<file path="src/rtl/mem_wb_pkg.sv">
// Shared types for the MEM/WB skid stage: FSM states, load funct3 codes and
// the payload carried by each of the two buffer entries.
package mem_wb_pkg;

    localparam int PL_XLEN = 32;
    localparam int PL_RD_W = 5;

    typedef enum logic [1:0] {
        EMPTY = 2'd0,
        MAIN  = 2'd1,
        FULL  = 2'd2
    } skid_state_e;

    localparam logic [2:0] LB  = 3'b000;
    localparam logic [2:0] LH  = 3'b001;
    localparam logic [2:0] LW  = 3'b010;
    localparam logic [2:0] LBU = 3'b100;
    localparam logic [2:0] LHU = 3'b101;

    typedef struct packed {
        logic                   mem_to_reg;
        logic                   reg_write;
        logic [PL_RD_W-1:0]     rd;
        logic [PL_XLEN-1:0]     alu_result;
        logic [PL_XLEN-1:0]     mem_data;
    } wb_payload_t;

endpackage

</file>
<file path="src/rtl/wb_load_align.sv">
// Combinational RV32 load lane select and sign/zero extension applied to the
// raw memory word before it is captured by the skid stage.
module wb_load_align
    import mem_wb_pkg::*;
#(
    parameter int XLEN = 32
) (
    input  logic [XLEN-1:0] rdata,
    input  logic [1:0]      addr,
    input  logic [2:0]      load_type,
    output logic [XLEN-1:0] mem_data
);

    logic [7:0]  lane_b;
    logic [15:0] lane_h;

    always_comb begin
        case (addr)
            2'd0:    lane_b = rdata[7:0];
            2'd1:    lane_b = rdata[15:8];
            2'd2:    lane_b = rdata[23:16];
            default: lane_b = rdata[31:24];
        endcase
        // Halfword lane uses addr[1] only; a misaligned addr[0] is ignored.
        lane_h = addr[1] ? rdata[31:16] : rdata[15:0];

        case (load_type)
            LB:      mem_data = {{(XLEN-8){lane_b[7]}}, lane_b};
            LBU:     mem_data = {{(XLEN-8){1'b0}}, lane_b};
            LH:      mem_data = {{(XLEN-16){lane_h[15]}}, lane_h};
            LHU:     mem_data = {{(XLEN-16){1'b0}}, lane_h};
            default: mem_data = rdata;
        endcase
    end

endmodule

</file>
<file path="src/rtl/mem_wb_skid_stage.sv">
// MEM/WB pipeline register with a valid/ready handshake and a 2-entry skid
// buffer; in_ready is a pure function of state so out_ready never reaches it.
module mem_wb_skid_stage
    import mem_wb_pkg::*;
#(
    parameter int XLEN = 32,
    parameter int RD_W = 5
) (
    input  logic            clock,
    input  logic            resetn,
    input  logic            flush,
    input  logic            in_valid,
    output logic            in_ready,
    input  logic            in_mem_to_reg,
    input  logic            in_reg_write,
    input  logic [RD_W-1:0] in_rd,
    input  logic [XLEN-1:0] in_alu_result,
    input  logic [XLEN-1:0] in_mem_rdata,
    input  logic [2:0]      in_load_type,
    output logic            out_valid,
    input  logic            out_ready,
    output logic            out_reg_write,
    output logic [RD_W-1:0] out_rd,
    output logic [XLEN-1:0] out_alu_result,
    output logic [XLEN-1:0] out_mem_data,
    output logic [XLEN-1:0] out_wb_data
);

    skid_state_e state_p1;
    skid_state_e state_nxt;
    wb_payload_t main_p1;
    wb_payload_t skid_p1;
    wb_payload_t in_pl_p0;
    logic [XLEN-1:0] ext_data_p0;

    logic accept;
    logic consume;
    logic load_main;
    logic load_skid;
    logic main_from_skid;

    // Stage p0: extend load data and form the incoming payload.
    wb_load_align #(.XLEN(XLEN)) u_align (
        .rdata     (in_mem_rdata),
        .addr      (in_alu_result[1:0]),
        .load_type (in_load_type),
        .mem_data  (ext_data_p0)
    );

    always_comb begin
        in_pl_p0            = '0;
        in_pl_p0.mem_to_reg = in_mem_to_reg;
        in_pl_p0.reg_write  = in_reg_write && (in_rd != '0);
        in_pl_p0.rd         = in_rd;
        in_pl_p0.alu_result = in_alu_result;
        in_pl_p0.mem_data   = ext_data_p0;
    end

    assign in_ready  = (state_p1 != FULL);
    assign out_valid = (state_p1 != EMPTY);
    assign accept    = in_valid && in_ready;
    assign consume   = out_valid && out_ready;

    always_comb begin
        state_nxt      = state_p1;
        load_main      = 1'b0;
        load_skid      = 1'b0;
        main_from_skid = 1'b0;
        case (state_p1)
            EMPTY: begin
                if (accept) begin
                    load_main = 1'b1;
                    state_nxt = MAIN;
                end
            end
            MAIN: begin
                if (accept && consume) begin
                    load_main = 1'b1;
                end else if (accept) begin
                    load_skid = 1'b1;
                    state_nxt = FULL;
                end else if (consume) begin
                    state_nxt = EMPTY;
                end
            end
            FULL: begin
                if (consume) begin
                    main_from_skid = 1'b1;
                    state_nxt      = MAIN;
                end
            end
            default: state_nxt = EMPTY;
        endcase
        if (flush) begin
            state_nxt      = EMPTY;
            load_main      = 1'b0;
            load_skid      = 1'b0;
            main_from_skid = 1'b0;
        end
    end

    // Stage p1: state and both payload entries; outputs must read zero after
    // reset and flush, so payload is cleared along with control.
    always_ff @(posedge clock or negedge resetn) begin
        if (!resetn) begin
            state_p1 <= EMPTY;
            main_p1  <= '0;
            skid_p1  <= '0;
        end else begin
            state_p1 <= state_nxt;
            if (flush) begin
                main_p1 <= '0;
                skid_p1 <= '0;
            end else begin
                if (load_main) begin
                    main_p1 <= in_pl_p0;
                end else if (main_from_skid) begin
                    main_p1 <= skid_p1;
                end
                if (load_skid) begin
                    skid_p1 <= in_pl_p0;
                end
            end
        end
    end

    assign out_reg_write  = out_valid && main_p1.reg_write;
    assign out_rd         = main_p1.rd;
    assign out_alu_result = main_p1.alu_result;
    assign out_mem_data   = main_p1.mem_data;
    assign out_wb_data    = main_p1.mem_to_reg ? main_p1.mem_data : main_p1.alu_result;

endmodule

</file>
<file path="config.mk">
export PLATFORM = sky130hd
export DESIGN_NAME = mem_wb_skid_stage
export DESIGN_NICKNAME = d
export VERILOG_FILES = /design/src/rtl/mem_wb_pkg.sv /design/src/rtl/wb_load_align.sv /design/src/rtl/mem_wb_skid_stage.sv
export SDC_FILE = /design/constraint.sdc
export NUM_CORES = 1
export LEC_CHECK = 0
export ABC_CLOCK_PERIOD_IN_PS = 4600
export CAP_MARGIN = 20
export CORE_MARGIN = 5
export CORE_UTILIZATION = 55
export CTS_CLUSTER_DIAMETER = 80
export DETAILED_ROUTE_END_ITERATION = 8
export PLACE_DENSITY_LB_ADDON = 0.2
export SYNTH_ARGS = -nofsm -noshare
export SYNTH_HDL_FRONTEND = slang
export SYNTH_SLANG_ARGS = --single-unit
export TNS_END_PERCENT = 10
</file>
<file path="constraint.sdc">
create_clock -name clock -period 4.6 [get_ports clock]
set_clock_uncertainty 0.15 [all_clocks]
set_input_delay 0.69 -clock clock [delete_from_list [all_inputs] [get_ports clock]]
set_output_delay 0.69 -clock clock [all_outputs]
set_load 0.1 [all_outputs]
</file>
# Word level (Yosys, flattened, before mapping)

Cells that the tools add are included.

Register bits: 144
Bits in latches: 0
RAM bits: 0
Memory bits (read-only): 0
Input port bits: 79
Output and inout port bits: 104
Word-level logic and storage cells: 62
Memories kept: 0

Add/subtract/negate cells: 0
Multipliers: 0
Div/mod/pow operators: 0
Order comparisons: 0
Equal/unequal tests: 12
Shift-type cells: 0
Muxes and demuxes: 26
Bitwise gates (word level): 0
Reduce and logical (&&, ||, !) cells: 13

Operators with widths:

| operator                                       | number |
|---|---|
| two-way mux 71 bit                             | 5 |
| one-hot mux 32 bit (4 select lines)            | 1 |
| two-way mux 32 bit                             | 1 |
| one-hot mux 8 bit (3 select lines)             | 1 |
| two-way mux 16 bit                             | 1 |
| two-way mux 2 bit                              | 6 |
| two-way mux 1 bit                              | 9 |
| inequality test 3 bit (second input constant)  | 3 |
| == test 3 bit (second input constant)          | 2 |
| one-hot mux 2 bit (3 select lines)             | 1 |
| logical AND 1 bit                              | 5 |
| nonzero test 5 bit                             | 1 |
| == test 2 x 1 -> 1 bit (second input constant) | 2 |
| == test 2 bit (second input constant)          | 2 |
| zero test 2 bit                                | 2 |
| inequality test 4 bit (second input constant)  | 1 |
| AND reduction 4 bit                            | 1 |
| nonzero test 2 bit                             | 2 |
| == test 3 x 1 -> 1 bit (second input constant) | 1 |
| zero test 3 bit                                | 1 |
| nonzero test 3 bit                             | 1 |
| inequality test 2 bit (second input constant)  | 1 |
| one-hot mux 1 bit (2 select lines)             | 1 |

# Longest topological paths before layout

Depth in word-level cells: 8
Depth in mapped cells: 8
Mapped depth without buffers: 5

# Modules after synthesis

From an unflattened synthesis, not the netlist that was laid out.

Cell total of the unflattened synthesis: 732
Area total of the unflattened synthesis: 7733.7 µm²

Modules (own cells, without submodules):

| module            | instances | cells an instance | area each (µm²) | sequential area each (µm²) |
|---|---|---|---|---|
| mem_wb_skid_stage | 1         | 599               | 6764.0          | 3603.5 |
| wb_load_align     | 1         | 133               | 969.7           | 0.0 |

# Worst setup path before layout

OpenSTA, ideal clock, no wires.

Path type: register to output
Start point: register state_p1[0]
End point: output out_reg_write
Data arrival time: 1.706 ns
Slack: 2.054 ns
Stages on the path, launching flop included: 3
Path buffers: 0
Path through: dfrtp_1 > or2_2 > and2_1

Cells in the longest elaborated chain, start to end: 2

RTL lines:

| what                   | line                     | text |
|---|---|---|
| start, declared        | mem_wb_skid_stage.sv:29  | `skid_state_e state_p1;` |
| start signal, assigned | mem_wb_skid_stage.sv:110 | `state_p1 <= state_nxt;` |
| nonzero test 2 bit     | mem_wb_skid_stage.sv:60  | `assign out_valid = (state_p1 != EMPTY);` |
| named net out_valid    | mem_wb_skid_stage.sv:20  | `output logic out_valid,` |
| logical AND 1 bit      | mem_wb_skid_stage.sv:127 | `assign out_reg_write = out_valid && main_p1.reg_write;` |
| end, declared          | mem_wb_skid_stage.sv:22  | `output logic out_reg_write,` |

The timed path passes the listed nets, and every way through them passes these cells.

# Worst setup path after layout

Start point: register state_p1[0]
End point: output out_reg_write

Cells in the longest elaborated chain, start to end: 2

RTL lines:

| what               | line |
|---|---|
| nonzero test 2 bit | mem_wb_skid_stage.sv:60 |
| logical AND 1 bit  | mem_wb_skid_stage.sv:127 |

Every way passes these cells.

==> summary.log <==
qor: clock_network.post_cts_resize_count 0
qor: layout.fin_area 0.00987 mm²
qor: setup_path.setup.worst_path.end_class primary output
qor: worst_hold_path.holdCritPathClass in -> async
qor: setup_path.worst_setup_path_start_kind flip-flop
qor: setup_path.worst_path_largest_cell_delay 0.97 ns
qor: detailed_routing.dr_total_vias 6855
qor: setup_path.timing.setup.critical_path_class reg -> out
qor: layout.insertedDiodeCount 0
qor: clock_network.clock_latency_reported_for_the_late_side_of_the_worst_skew_pair 0.42 ns
qor: layout.post_route_cells_drive_above_1_share 0.149
qor: clock_network.clock_tree_from_tritoncts done
qor: placement.gp_routability_congestion 0.898
qor: layout.mostFrequentLayoutCell sky130_fd_sc_hd__nand2_1
qor: logic_synthesis.synth-seq-cells 144
qor: detailed_routing.detailed_route_iter0_violations 656
qor: detailed_routing.avgRoutedWirePerCell 19.6 µm
qor: logic_synthesis.synth.cell_area 0.00799 mm²
qor: pwr.p_switching 1470 µW
qor: pwr.comb_power_share 0.292
qor: timing.setup_viol 0
qor: placement.placedInstanceArea 0.00923 mm²
qor: clock_network.cts-buffers-inserted 17
qor: logic_synthesis.cell_variety_after_synth 48
qor: layout.stdcell_count 1161
qor: floorplan.dieArea 0.0170 mm²
qor: pwr.p_per_area 405 mW/mm²
qor: placement.dp_hpwl 15.0 mm
qor: pwr.power.leakage 0.00407 µW
qor: logic_synthesis.synth-seq-area-share 0.451
qor: placement.io_buffer_count 182
qor: run_status.status complete, no violations
qor: clock_network.ctsHtreeMaxLevel 4
qor: timing.timing_worst_slew_pin_value 1.04 ns
qor: detailed_routing.vias_per_cell 5.90
qor: detailed_routing.drt_wl_total 22.8 mm
qor: global_routing.grt_pass1_wl 35.9 mm
qor: floorplan.floorplan.initialDensity 0.556
qor: layout.layout.filler_cells 1131
qor: timing.worst_slew_margin_rel 0.302
qor: timing.fin_crit_sh 0.687
qor: global_routing.grt_antenna_before_repair 0
qor: detailed_routing.drc 0
qor: floorplan.core-area 0.0144 mm²
qor: global_routing.grt_max_degree 97
qor: pwr.netSwitchingFraction 0.369
qor: clock_network.cts-hold-fix-buffers 0
qor: logic_synthesis.synthArstFlopShare 1.00
qor: floorplan.boundaryPins 183
qor: logic_synthesis.synth_enable_flop_cells 0
qor: logic_synthesis.mappedNetlistNets 970
qor: clock_network.clock-sinks 144
qor: clock_network.clock-root-buffer sky130_fd_sc_hd__clkbuf_16
qor: timing.maxClockFrequency 316 MHz
qor: timing.timing_hold_violations_final 0
qor: pwr.p_int 2520 µW
qor: clock_network.ctsLongestPathBuffers 2
qor: timing.final-max-slew-violation-count 0
qor: global_routing.grt_util_all_layers 0.271
qor: setup_path.cp.arrival 2.32 ns
qor: clock_network.cts.clk_slew.worst_paths 0.06 ns
qor: clock_network.post-cts-setup-buffer-count 0
qor: global_routing.grt_pass1_vias 6684
qor: flow_run.cap_violations 0
qor: layout.final_cell_mix sky130_fd_sc_hd__nand2_1, sky130_fd_sc_hd__clkdlybuf4s50_1, sky130_fd_sc_hd__dfrtp_1
qor: pwr.clockPowerShare 0.359
qor: setup_path.cp_cell_sequence or2_2, and2_1, clkdlybuf4s50_1
qor: timing.min_cycle_time_layout 3.16 ns
qor: placement.dp_slack 1.10 ns
qor: placement.placedCellCount 1128
qor: setup_path.cp_max_fo 7
qor: floorplan.std_cell_rows 44
qor: logic_synthesis.synthesis.yosys.warnings 0
qor: logic_synthesis.synth_cells 891
qor: setup_path.r2r_slack 2.28 ns
qor: global_routing.grt.overflow.total 0
qor: floorplan.chipHeight 131 µm
qor: layout.syn2layout_area_growth 23.5%
qor: pwr.sequential_fraction_of_design_power 0.349
qor: timing.post-route-worst-setup-slack 1.44 ns
qor: pwr.irDropWorstVdd 0.000250 V
qor: timing.rsz0062_at_grt no
qor: setup_path.critPathSlowestCell sky130_fd_sc_hd__clkdlybuf4s50_1
qor: layout.fin_nets 1043
qor: detailed_routing.detail-route-antenna-nets 0
qor: logic_synthesis.post_syn_area_per_cell 8.97 µm²
qor: floorplan.die_w 131 µm
qor: detailed_routing.drt_pass1_iterations 5
qor: logic_synthesis.synth_flop_cell sky130_fd_sc_hd__dfrtp_1
qor: setup_path.cp_data_required_time 3.76 ns
qor: timing.totalNegativeSetupSlack 0 ns
-- Yosys cell counts, types with 2 or more instances --
cell	instances	area, µm²
sky130_fd_sc_hd__a211oi_1	8	60.1
sky130_fd_sc_hd__a21oi_1	62	310
sky130_fd_sc_hd__a221oi_1	5	43.8
sky130_fd_sc_hd__a22o_1	5	43.8
sky130_fd_sc_hd__a22oi_1	6	45.0
sky130_fd_sc_hd__a311oi_1	46	403
sky130_fd_sc_hd__a31o_2	9	78.8
sky130_fd_sc_hd__a31oi_1	7	43.8
sky130_fd_sc_hd__and2_1	2	12.5
sky130_fd_sc_hd__and3_1	2	12.5
sky130_fd_sc_hd__buf_1	2	7.51
sky130_fd_sc_hd__buf_2	9	45.0
sky130_fd_sc_hd__buf_4	69	518
sky130_fd_sc_hd__buf_6	5	56.3
sky130_fd_sc_hd__clkbuf_1	55	206
sky130_fd_sc_hd__dfrtp_1	144	3600
sky130_fd_sc_hd__inv_1	3	11.3
sky130_fd_sc_hd__mux2_2	33	372
sky130_fd_sc_hd__mux2i_1	6	60.1
sky130_fd_sc_hd__mux4_1	3	78.8
sky130_fd_sc_hd__mux4_2	6	135
sky130_fd_sc_hd__nand2_1	223	837
sky130_fd_sc_hd__nand2b_1	7	43.8
sky130_fd_sc_hd__nand3b_1	2	15.0
sky130_fd_sc_hd__nor2_1	80	300
sky130_fd_sc_hd__nor2b_1	4	25.0
sky130_fd_sc_hd__nor3_1	3	15.0
sky130_fd_sc_hd__o21ai_0	27	135
sky130_fd_sc_hd__o21ai_1	6	30.0
sky130_fd_sc_hd__o21ai_2	10	87.6
sky130_fd_sc_hd__o22a_1	7	61.3
sky130_fd_sc_hd__o22ai_1	2	12.5
sky130_fd_sc_hd__o31a_1	16	140
sky130_fd_sc_hd__o31ai_1	3	22.5
-- cell families after synthesis --
kind of cell	after synthesis	synth area share
simple gates	332	0.167
compound gates	222	0.193
flops	144	0.451
buf+inv	144	0.107
mux	49	0.0827
-- area by class of cell --
cell class,instances,area (µm²),share of cell area
Clock inverter,13,163,0.0165
Timing Repair Buffer,194,1840,0.187
Inverter,4,20.0,0.00203
Tap cell,184,230,0.0233
Sequential cell,144,3600,0.365
Clock buffer,19,453,0.0459
Multi-Input combinational cell,603,3560,0.360
-- stage by stage --
stage                     total power [µW]  hold slack [ns]   util
after global placement                2570            0.316  0.643
after detailed placement              2580            0.318  0.643
final                                 3990            0.124  0.687
after floorplan                       2320            0.244      -
after CTS                             4010            0.163  0.685
after global routing                  4130            0.187  0.687
-- critical path, delay by kind of cell, from the launching register on --
family | cells | cell delay, ns
simple gates | 2 | 0.48
flops | 1 | 0.44
buf+inv | 1 | 0.97
-- state kept, by name, summed over array words and instances, names as in the netlist --
signal	cells
out_alu_result	32
state_p1	2
main_p1	2
skid_p1	71
out_rd	5
out_mem_data	32
-- layer usage --
| metal | track usage | vias to the layer above | routed length, µm |
|---|---|---|---|
| met2 | 0.444 | 261 | 11400 |
| met3 | 0.0642 | 42 | 1380 |
| li1 | - | 3185 | - |
| met1 | 0.353 | 3367 | 9370 |
| met5 | 0 | - | 0 |
| met4 | 0.0974 | 0 | 687 |
-- worst paths after layout --
path	from	endpoint	depth (start not counted)
min	resetn	skid_p1[4]$_DFFE_PN0P_	1
max	state_p1[0]$_DFFE_PN0P_	out_reg_write	3
max in group asynchronous	resetn	skid_p1[44]$_DFFE_PN0P_	2
min reg2reg	skid_p1[31]$_DFFE_PN0P_	skid_p1[31]$_DFFE_PN0P_	2
min in group clock	skid_p1[31]$_DFFE_PN0P_	skid_p1[31]$_DFFE_PN0P_	2
max reg2reg	state_p1[0]$_DFFE_PN0P_	skid_p1[3]$_DFFE_PN0P_	5
-- power by group through the flow --
| stage | clock (µW) | combinational (µW) | sequential [µW] |
|---|---|---|---|
| 2_1_floorplan | 0 | 927 | 1390 |
| 3_3_place_gp | 0 | 1160 | 1410 |
| 3_5_place_dp | 0 | 1170 | 1420 |
| 4_1_cts | 1440 | 1170 | 1390 |
| 5_1_grt | 1510 | 1220 | 1400 |
| 6_report | 1430 | 1170 | 1390 |
(Power assumes the default switching activity.)
